--- config.mk ---
export PLATFORM = sky130hd
export DESIGN_NAME = agnus_blitter_shiftpipe_flat
export DESIGN_NICKNAME = d
export VERILOG_FILES = /design/src/rtl/agnus_blitter_shiftpipe_if.sv /design/src/rtl/agnus_blitter_shiftpipe.sv /design/src/flat_wrapper.sv
export SDC_FILE = /design/constraint.sdc
export NUM_CORES = 1
export LEC_CHECK = 0
export CAP_MARGIN = 25
export CORE_MARGIN = 2
export CORE_UTILIZATION = 49
export DETAILED_ROUTE_END_ITERATION = 6
export PLACE_DENSITY = 0.75
export SLEW_MARGIN = 20
export SYNTH_ARGS = -nofsm -noshare
export SYNTH_HDL_FRONTEND = slang
export SYNTH_SLANG_ARGS = --single-unit
--- constraint.sdc ---
create_clock -name clk -period 2.3 [get_ports clk]
set_input_delay 0.23 -clock clk [delete_from_list [all_inputs] [get_ports clk]]
set_output_delay 0.23 -clock clk [all_outputs]
set_load 0.005 [all_outputs]
--- src/rtl/agnus_blitter_shiftpipe_if.sv ---
// Source-word stream bus between the A/B source channels, the shift pipe and the minterm logic.
interface agnus_blitter_shiftpipe_if #(
  parameter int unsigned DW  = 16,
  parameter int unsigned SHW = 4
);
  logic           in_valid;
  logic           in_ready;
  logic [DW-1:0]  in_data;
  logic           in_first;
  logic           in_last;
  logic           desc;
  logic [SHW-1:0] shift;
  logic [DW-1:0]  fwm;
  logic [DW-1:0]  lwm;
  logic           out_valid;
  logic           out_ready;
  logic [DW-1:0]  out_data;
  logic           out_first;
  logic           out_last;
  logic           clr_zero;
  logic           zero;

  modport master (
    output in_valid, in_data, in_first, in_last, desc, shift, fwm, lwm,
           out_ready, clr_zero,
    input  in_ready, out_valid, out_data, out_first, out_last, zero
  );

  modport slave (
    input  in_valid, in_data, in_first, in_last, desc, shift, fwm, lwm,
           out_ready, clr_zero,
    output in_ready, out_valid, out_data, out_first, out_last, zero
  );
endinterface

--- src/rtl/agnus_blitter_shiftpipe.sv ---
// Pipelined blitter source shifter: masks, shifts with carry from the previous word of the
// line, and tracks the blitter zero flag. One output register, one word per cycle.
module agnus_blitter_shiftpipe #(
  parameter int unsigned DW  = 16,
  parameter int unsigned SHW = 4
) (
  input  logic                        clk,
  input  logic                        reset,
  agnus_blitter_shiftpipe_if.slave    bus
);

  logic           out_valid_q;
  logic [DW-1:0]  out_data_q;
  logic           out_first_q;
  logic           out_last_q;
  logic           zero_q;
  logic [DW-1:0]  carry_q;
  logic           desc_q;
  logic [SHW-1:0] shift_q;

  logic           in_ready_c;
  logic           acc_c;
  logic [DW-1:0]  m_c;
  logic [DW-1:0]  p_c;
  logic           desc_eff_c;
  logic [SHW-1:0] shift_eff_c;
  logic [DW-1:0]  r_c;

  assign in_ready_c   = !out_valid_q | bus.out_ready;
  assign acc_c        = bus.in_valid & in_ready_c;

  assign bus.in_ready  = in_ready_c;
  assign bus.out_valid = out_valid_q;
  assign bus.out_data  = out_data_q;
  assign bus.out_first = out_first_q;
  assign bus.out_last  = out_last_q;
  assign bus.zero      = zero_q;

  // Mask, pick the effective mode, and shift the {carry, word} pair.
  // Shifting the concatenation keeps s=0 a pass-through and never shifts by DW.
  always_comb begin
    m_c         = bus.in_data
                & (bus.in_first ? bus.fwm : {DW{1'b1}})
                & (bus.in_last  ? bus.lwm : {DW{1'b1}});
    p_c         = bus.in_first ? {DW{1'b0}} : carry_q;
    desc_eff_c  = bus.in_first ? bus.desc  : desc_q;
    shift_eff_c = bus.in_first ? bus.shift : shift_q;
    if (desc_eff_c) begin
      r_c = DW'(({m_c, p_c} << shift_eff_c) >> DW);
    end else begin
      r_c = DW'({p_c, m_c} >> shift_eff_c);
    end
  end

  // Carry, mode latch and output stage.
  always_ff @(posedge clk or posedge reset) begin
    if (reset) begin
      out_valid_q <= 1'b0;
      out_data_q  <= '0;
      out_first_q <= 1'b0;
      out_last_q  <= 1'b0;
      carry_q     <= '0;
      desc_q      <= 1'b0;
      shift_q     <= '0;
    end else begin
      if (acc_c) begin
        carry_q     <= m_c;
        out_valid_q <= 1'b1;
        out_data_q  <= r_c;
        out_first_q <= bus.in_first;
        out_last_q  <= bus.in_last;
        if (bus.in_first) begin
          desc_q  <= bus.desc;
          shift_q <= bus.shift;
        end
      end else if (bus.out_ready) begin
        out_valid_q <= 1'b0;
      end
    end
  end

  // Zero flag; a new blit's clear wins over a concurrent nonzero word.
  always_ff @(posedge clk or posedge reset) begin
    if (reset) begin
      zero_q <= 1'b1;
    end else if (bus.clr_zero) begin
      zero_q <= 1'b1;
    end else if (acc_c && (r_c != '0)) begin
      zero_q <= 1'b0;
    end
  end

endmodule

--- src/flat_wrapper.sv ---
// flat-port wrapper written by rule: the top's interface ports become plain ports
module agnus_blitter_shiftpipe_flat 
#(
  parameter int unsigned DW  = 16,
  parameter int unsigned SHW = 4
)
  (clk, reset, bus_in_valid, bus_in_data, bus_in_first, bus_in_last, bus_desc, bus_shift, bus_fwm, bus_lwm, bus_out_ready, bus_clr_zero, bus_in_ready, bus_out_valid, bus_out_data, bus_out_first, bus_out_last, bus_zero);
  agnus_blitter_shiftpipe_if #(.DW(DW), .SHW(SHW)) bus_i ();
  input  logic clk;
  input  logic reset;
  input wire logic [$bits(bus_i.in_valid)-1:0] bus_in_valid;
  input wire logic [$bits(bus_i.in_data)-1:0] bus_in_data;
  input wire logic [$bits(bus_i.in_first)-1:0] bus_in_first;
  input wire logic [$bits(bus_i.in_last)-1:0] bus_in_last;
  input wire logic [$bits(bus_i.desc)-1:0] bus_desc;
  input wire logic [$bits(bus_i.shift)-1:0] bus_shift;
  input wire logic [$bits(bus_i.fwm)-1:0] bus_fwm;
  input wire logic [$bits(bus_i.lwm)-1:0] bus_lwm;
  input wire logic [$bits(bus_i.out_ready)-1:0] bus_out_ready;
  input wire logic [$bits(bus_i.clr_zero)-1:0] bus_clr_zero;
  output wire logic [$bits(bus_i.in_ready)-1:0] bus_in_ready;
  output wire logic [$bits(bus_i.out_valid)-1:0] bus_out_valid;
  output wire logic [$bits(bus_i.out_data)-1:0] bus_out_data;
  output wire logic [$bits(bus_i.out_first)-1:0] bus_out_first;
  output wire logic [$bits(bus_i.out_last)-1:0] bus_out_last;
  output wire logic [$bits(bus_i.zero)-1:0] bus_zero;
  assign bus_i.in_valid = bus_in_valid;
  assign bus_i.in_data = bus_in_data;
  assign bus_i.in_first = bus_in_first;
  assign bus_i.in_last = bus_in_last;
  assign bus_i.desc = bus_desc;
  assign bus_i.shift = bus_shift;
  assign bus_i.fwm = bus_fwm;
  assign bus_i.lwm = bus_lwm;
  assign bus_i.out_ready = bus_out_ready;
  assign bus_i.clr_zero = bus_clr_zero;
  assign bus_in_ready = bus_i.in_ready;
  assign bus_out_valid = bus_i.out_valid;
  assign bus_out_data = bus_i.out_data;
  assign bus_out_first = bus_i.out_first;
  assign bus_out_last = bus_i.out_last;
  assign bus_zero = bus_i.zero;
  agnus_blitter_shiftpipe #(.DW(DW), .SHW(SHW)) u_core (.clk(clk), .reset(reset), .bus(bus_i));
endmodule
* Word level (Yosys, flattened, before mapping)
Index checks and enable logic that the tools add are counted.
Widths: inputs -> output; s select.
** Operators by class
- Shift operators :: 2
- Muxes and demuxes :: 10
- Bitwise operators :: 4
- Reductions and logical operators :: 5
** Operators by type and width (number)
- $mux 16 :: 4
- $and 16x16->16 :: 2
- $shl 32x4->32 :: 1
- $shr 32x4->16 :: 1
- $reduce_bool 16->1 :: 1
- $mux 1 :: 5
- $mux 4 :: 1
- $reduce_bool 2->1 :: 2
- $and 1x1->1 :: 1
- $logic_and 1x1->1 :: 1
- $logic_not 1->1 :: 1
- $or 1x1->1 :: 1
** Storage, ports and cells
- Register bits :: 41
- Input port bits :: 60
- Output and inout port bits :: 21
- Logic and storage cells :: 29

* Longest topological paths before layout
- Depth after elaboration :: 9
- Mapped depth :: 13
- Gate-level depth less buffers :: 9

* Worst setup path after synthesis
Ideal clock, no wire load.
- Path type :: register -> register
- From :: register u_core.shift_q[0]
- To :: register u_core.zero_q, in the netlist u_core.bus.zero
- Arrival :: 2.352 ns
- Data required time :: 2.209 ns
- Path slack :: -0.142 ns
- Stages on the path, launching flop included :: 12
- Path buffers :: 3
- Clock period less this slack :: 2.442 ns
- Path through :: dfrtp_1 -> buf_2 -> buf_2 -> buf_2 -> mux2i_1 -> mux2i_1 -> o221ai_1 -> o32ai_1 -> a31oi_1 -> and4_1 -> nand4_1 -> o31ai_1
** Between the ends
- Cells in the longest elaborated chain, start to end :: 6
- Elaborated cells on any way between the ends :: 7
- Classes of those cells :: 2 x shift; 2 x mux; 3 x reduce/logical
** RTL lines
- start, declared :: line agnus_blitter_shiftpipe.sv:19 : logic [SHW-1:0] shift_q;
- start signal, assigned :: line agnus_blitter_shiftpipe.sv:74 : shift_q <= bus.shift;
- $mux 4 (*) :: line agnus_blitter_shiftpipe.sv:47 : shift_eff_c = bus.in_first ? bus.shift : shift_q;
- $shr 32x4->16 or $shl 32x4->32 (tied branches) :: line agnus_blitter_shiftpipe.sv:51, agnus_blitter_shiftpipe.sv:49
- $mux 16 (*) :: line agnus_blitter_shiftpipe.sv:48 : if (desc_eff_c) begin
- $reduce_bool 16->1 (*) :: line agnus_blitter_shiftpipe.sv:88 : end else if (acc_c && (r_c != '0)) begin
- $logic_and 1x1->1 (*) :: line agnus_blitter_shiftpipe.sv:88
- $reduce_bool 2->1 (no line) (*)
- end signal, assigned :: line agnus_blitter_shiftpipe.sv:85 : zero_q <= 1'b1;
- end signal, assigned :: line agnus_blitter_shiftpipe.sv:87 : zero_q <= 1'b1;
- end signal, assigned :: line agnus_blitter_shiftpipe.sv:89 : zero_q <= 1'b0;
- end, declared :: line agnus_blitter_shiftpipe.sv:16 : logic zero_q;
Every way passes the cells marked *; elsewhere a longest branch is shown, timed or not.
A chain may end at the register's enable or synchronous reset.

* Worst setup path in the final report
- From :: input bus_shift[2]
- To :: register u_core.zero_q, in the netlist u_core.bus.zero
** Between the ends
- Cells in the longest elaborated chain, start to end :: 6
- Elaborated cells on any way between the ends :: 7
- Classes of those cells :: 2 x shift; 2 x mux; 3 x reduce/logical
** RTL lines
- start, declared :: line flat_wrapper.sv:16 : input wire logic [$bits(bus_i.shift)-1:0] bus_shift;
- $mux 4 (*) :: line agnus_blitter_shiftpipe.sv:47
- $shr 32x4->16 or $shl 32x4->32 (tied branches) :: line agnus_blitter_shiftpipe.sv:51, agnus_blitter_shiftpipe.sv:49
- $mux 16 (*) :: line agnus_blitter_shiftpipe.sv:48
- $reduce_bool 16->1 (*) :: line agnus_blitter_shiftpipe.sv:88
- $logic_and 1x1->1 (*) :: line agnus_blitter_shiftpipe.sv:88
- $reduce_bool 2->1 (no line) (*)
Marked as above.

==> flow_metrics.py <==
metrics = {
    "critical_path": {
        "worstPathArrival_ns": 2.78,
        "reg2reg_slack_ns": -0.25,
        "crit_path_start_kind": "input port",
        "crit_path_max_fanout": 12,
        "timing_worst_setup_path_type": "input port to register",
        "cp-end-kind": "register",
        "cp.required_ns": 2.53,
    },
    "clock_network": {
        "cts.sinks": 41,
        "clockBufferDepth": 2,
        "clk_pin_slew_ns": 0.11,
        "numCtsBuffers": 5,
        "cts_htree_levels": 2,
        "insertion_delay_ns": 0.31,
        "cts.hold.buffers_added": 0,
        "cts_tree": "yes",
        "clockRootBuffer": "clkbuf_8",
    },
    "timing": {
        "slew_viol_final": 0,
        "postLayoutSetupSlackWorst_ns": -0.255,
        "rsz0062_at_grt": "yes",
        "hold_viol_final": 0,
        "fin_skew_ns": 0.0156,
        "timing.final.crit_share_pct": 111,
        "setup_viol": 9,
        "tightest_slew_ns": 0.531,
        "max_clock_freq_ghz": 0.391,
        "period_needed_ns": 2.55,
        "slew_headroom_pct": 64.6,
    },
    "yosys": {
        "synth_top_area_share_pct": 23.1,
        "ys_warn_count": 0,
        "synthFlopType": "dfrtp_1",
        "synth_cell_type_count": 55,
        "synth_cells": 554,
        "synth_area_um2": 4330,
        "synth-edff-count": 0,
        "synth-seq-area-share_pct": 23.7,
        "synth.ff_latch_count": 41,
        "synth_area_per_cell_um2": 7.81,
        "async_reset_ff_share_pct": 100,
        "syn_nets": 614,
        "yosysTopAreaCell": "dfrtp_1",
        "netlist_top_cells_area": "dfrtp_1 23%, o21ai_0 8.4%, mux4_2 7.8%",
    },
    "floorplan": {
        "placementRows": 34,
        "dieArea_um2": 9600,
        "die_x_um": 98.0,
        "core_area_um2": 8640,
        "die_height_um": 98.0,
        "ios": 81,
        "start_util_pct": 50.1,
    },
    "global_route": {
        "grt_max_degree": 45,
        "grt_pass1_wl_mm": 29.7,
        "use_met2_pct": 65.0,
        "antenna_found_initial": 0,
        "grt_busiest_layer": "met2",
        "grtUsageTotal_pct": 38.9,
        "use_met1_pct": 48.4,
        "first_global_vias": 5725,
        "use_met3_pct": 6.80,
        "grt.overflow.total": 0,
    },
    "routing": {
        "dr.pass1.iters": 7,
        "remaining_drc_errors": 2,
        "num_vias": 6077,
        "drtIter0Drc": 848,
        "drtAntennaViolNets": 0,
        "wl_per_cell_um": 22.0,
        "routed_wirelength_mm": 20.0,
        "vias_per_cell": 6.67,
    },
    "final_layout": {
        "nets": 862,
        "final_cell_mix": "193 x buf_4, 77 x clkdlybuf4s50_1, 57 x nand2_1, 49 x o21ai_0, 39 x dfrtp_1",
        "drive_gt1_share_pct": 42.1,
        "final_common_cell": "buf_4",
        "fillers": 519,
        "final_cells": 911,
        "fin_area_um2": 7260,
        "antennaDiodeCount": 0,
        "utilization_pct": 84.0,
        "syn_to_final_growth_pct": 67.8,
    },
    "placement": {
        "dpl.hpwl_mm": 14.8,
        "gp_congestion": 1.09,
        "port_buffers": 80,
        "pre_cts_slack_ns": -0.834,
        "dpl_cell_area_um2": 6490,
        "placedCellCount": 879,
    },
    "run_status": {
        "status": "finished with violations",
        "violations": "design-rule violations, negative setup slack",
    },
    "min_path": {
        "hp-class": "input port to asynchronous set/reset pin",
    },
    "pwr": {
        "ir_worst_vdd_mv": 0.419,
        "p_leak_uw": 0.00302,
        "cellPowerDensity_nw_per_um2": 642,
    },
    "flow_run": {
        "cap_violations": 0,
    },
}
==> through the flow <==
| step | setup TNS [ns] | hold WS, ns | power, µW |
|---|---|---|---|
| global placement | -9.74 | 0.461 | 3440 |
| global route | -1.96 | 0.438 | 4840 |
| finish | -0.754 | 0.347 | 4660 |
| detailed placement | -10.66 | 0.470 | 3500 |
| CTS | -0.746 | 0.387 | 4300 |
| floorplan | -0.00764 | 0.336 | 2180 |
==> per-layer routing <==
| metal | vias to the layer above | share of wire (%) |
|---|---|---|
| met2 | 520 | 45 |
| met1 | 2747 | 36 |
| li1 | 2641 | - |
| met4 | 0 | 8.2 |
| met5 | - | 0 |
| met3 | 169 | 10 |
==> registers in the layout (all words and copies together) (netlist names) <==
name,count
u_core.desc_q,1
u_core.bus.out_last,1
u_core.bus.zero,1
u_core.shift_q,4
u_core.bus.out_valid,1
u_core.bus.out_data,16
u_core.bus.out_first,1
u_core.carry_q,16
==> final timing paths <==
path,from,to,depth (start not counted)
setup / recovery,bus_shift[2],u_core.bus.zero,13
hold / removal,reset,u_core.bus.out_valid,3
setup reg to reg,u_core.shift_q[0],u_core.bus.zero,11
hold reg to reg,u_core.bus.out_data[11],u_core.bus.out_data[11],2
max in group asynchronous,reset,u_core.shift_q[0],3
min in group clk,u_core.bus.out_data[11],u_core.bus.out_data[11],2
==> worst max-delay path: stages <==
cell	delay, ns
clkdlybuf4s50_1	0.58
mux2i_2	0.10
buf_4	0.17
buf_4	0.14
buf_4	0.19
nand2_1	0.18
a211oi_2	0.08
a211oi_2	0.22
o41ai_2	0.14
o22ai_1	0.23
and4_1	0.22
nand4_1	0.09
o31ai_1	0.20
==> Yosys cell counts (12+ instances only) <==
| cell type | instances |
|---|---|
| o21ai_0 | 73 |
| nand2_1 | 61 |
| dfrtp_1 | 40 |
| nor2_1 | 35 |
| nand2b_1 | 31 |
| mux2i_1 | 26 |
| nand3_1 | 25 |
| o22ai_1 | 25 |
| a21oi_1 | 24 |
| clkbuf_1 | 19 |
| buf_2 | 16 |
| mux4_2 | 15 |
| nor3_1 | 15 |
| a31oi_1 | 12 |
==> kinds of logic after synthesis <==
kind of cell	synth area share, %
and+or+nand+nor	23.4
AOI/OAI and AO/OA	29.6
muxes	17.7
buffers and inverters	5.58
DFF	23.7
==> repair_timing <==
action | 4_1_cts | 5_1_grt
cloned | 0 | 0
buffers inserted | 13 | 14
pin swaps | 13 | 26
endpoints found under the setup margin | 17 | 17
endpoints found under the hold margin | 0 | 0
resized for setup | 50 | 78
==> layout make-up <==
type	count	area (µm²)	share of cell area [%]
multi-input cells	461	3500	48.3
repair buffers	288	2460	33.9
flip-flops and latches	41	1030	14.2
well taps	108	135	1.86
clock buffers	5	68.8	0.948
clock inverters	3	46.3	0.638
inverters	5	18.8	0.259
==> where the power goes <==
| group | switching, µW | total (µW) | internal, µW |
|---|---|---|---|
| logic | 1500 | 3050 | 1550 |
| clock network | 318 | 644 | 326 |
| registers | 107 | 964 | 857 |
| total | 1920 | 4660 | 2740 |
Power figures use the tool's default switching activity.
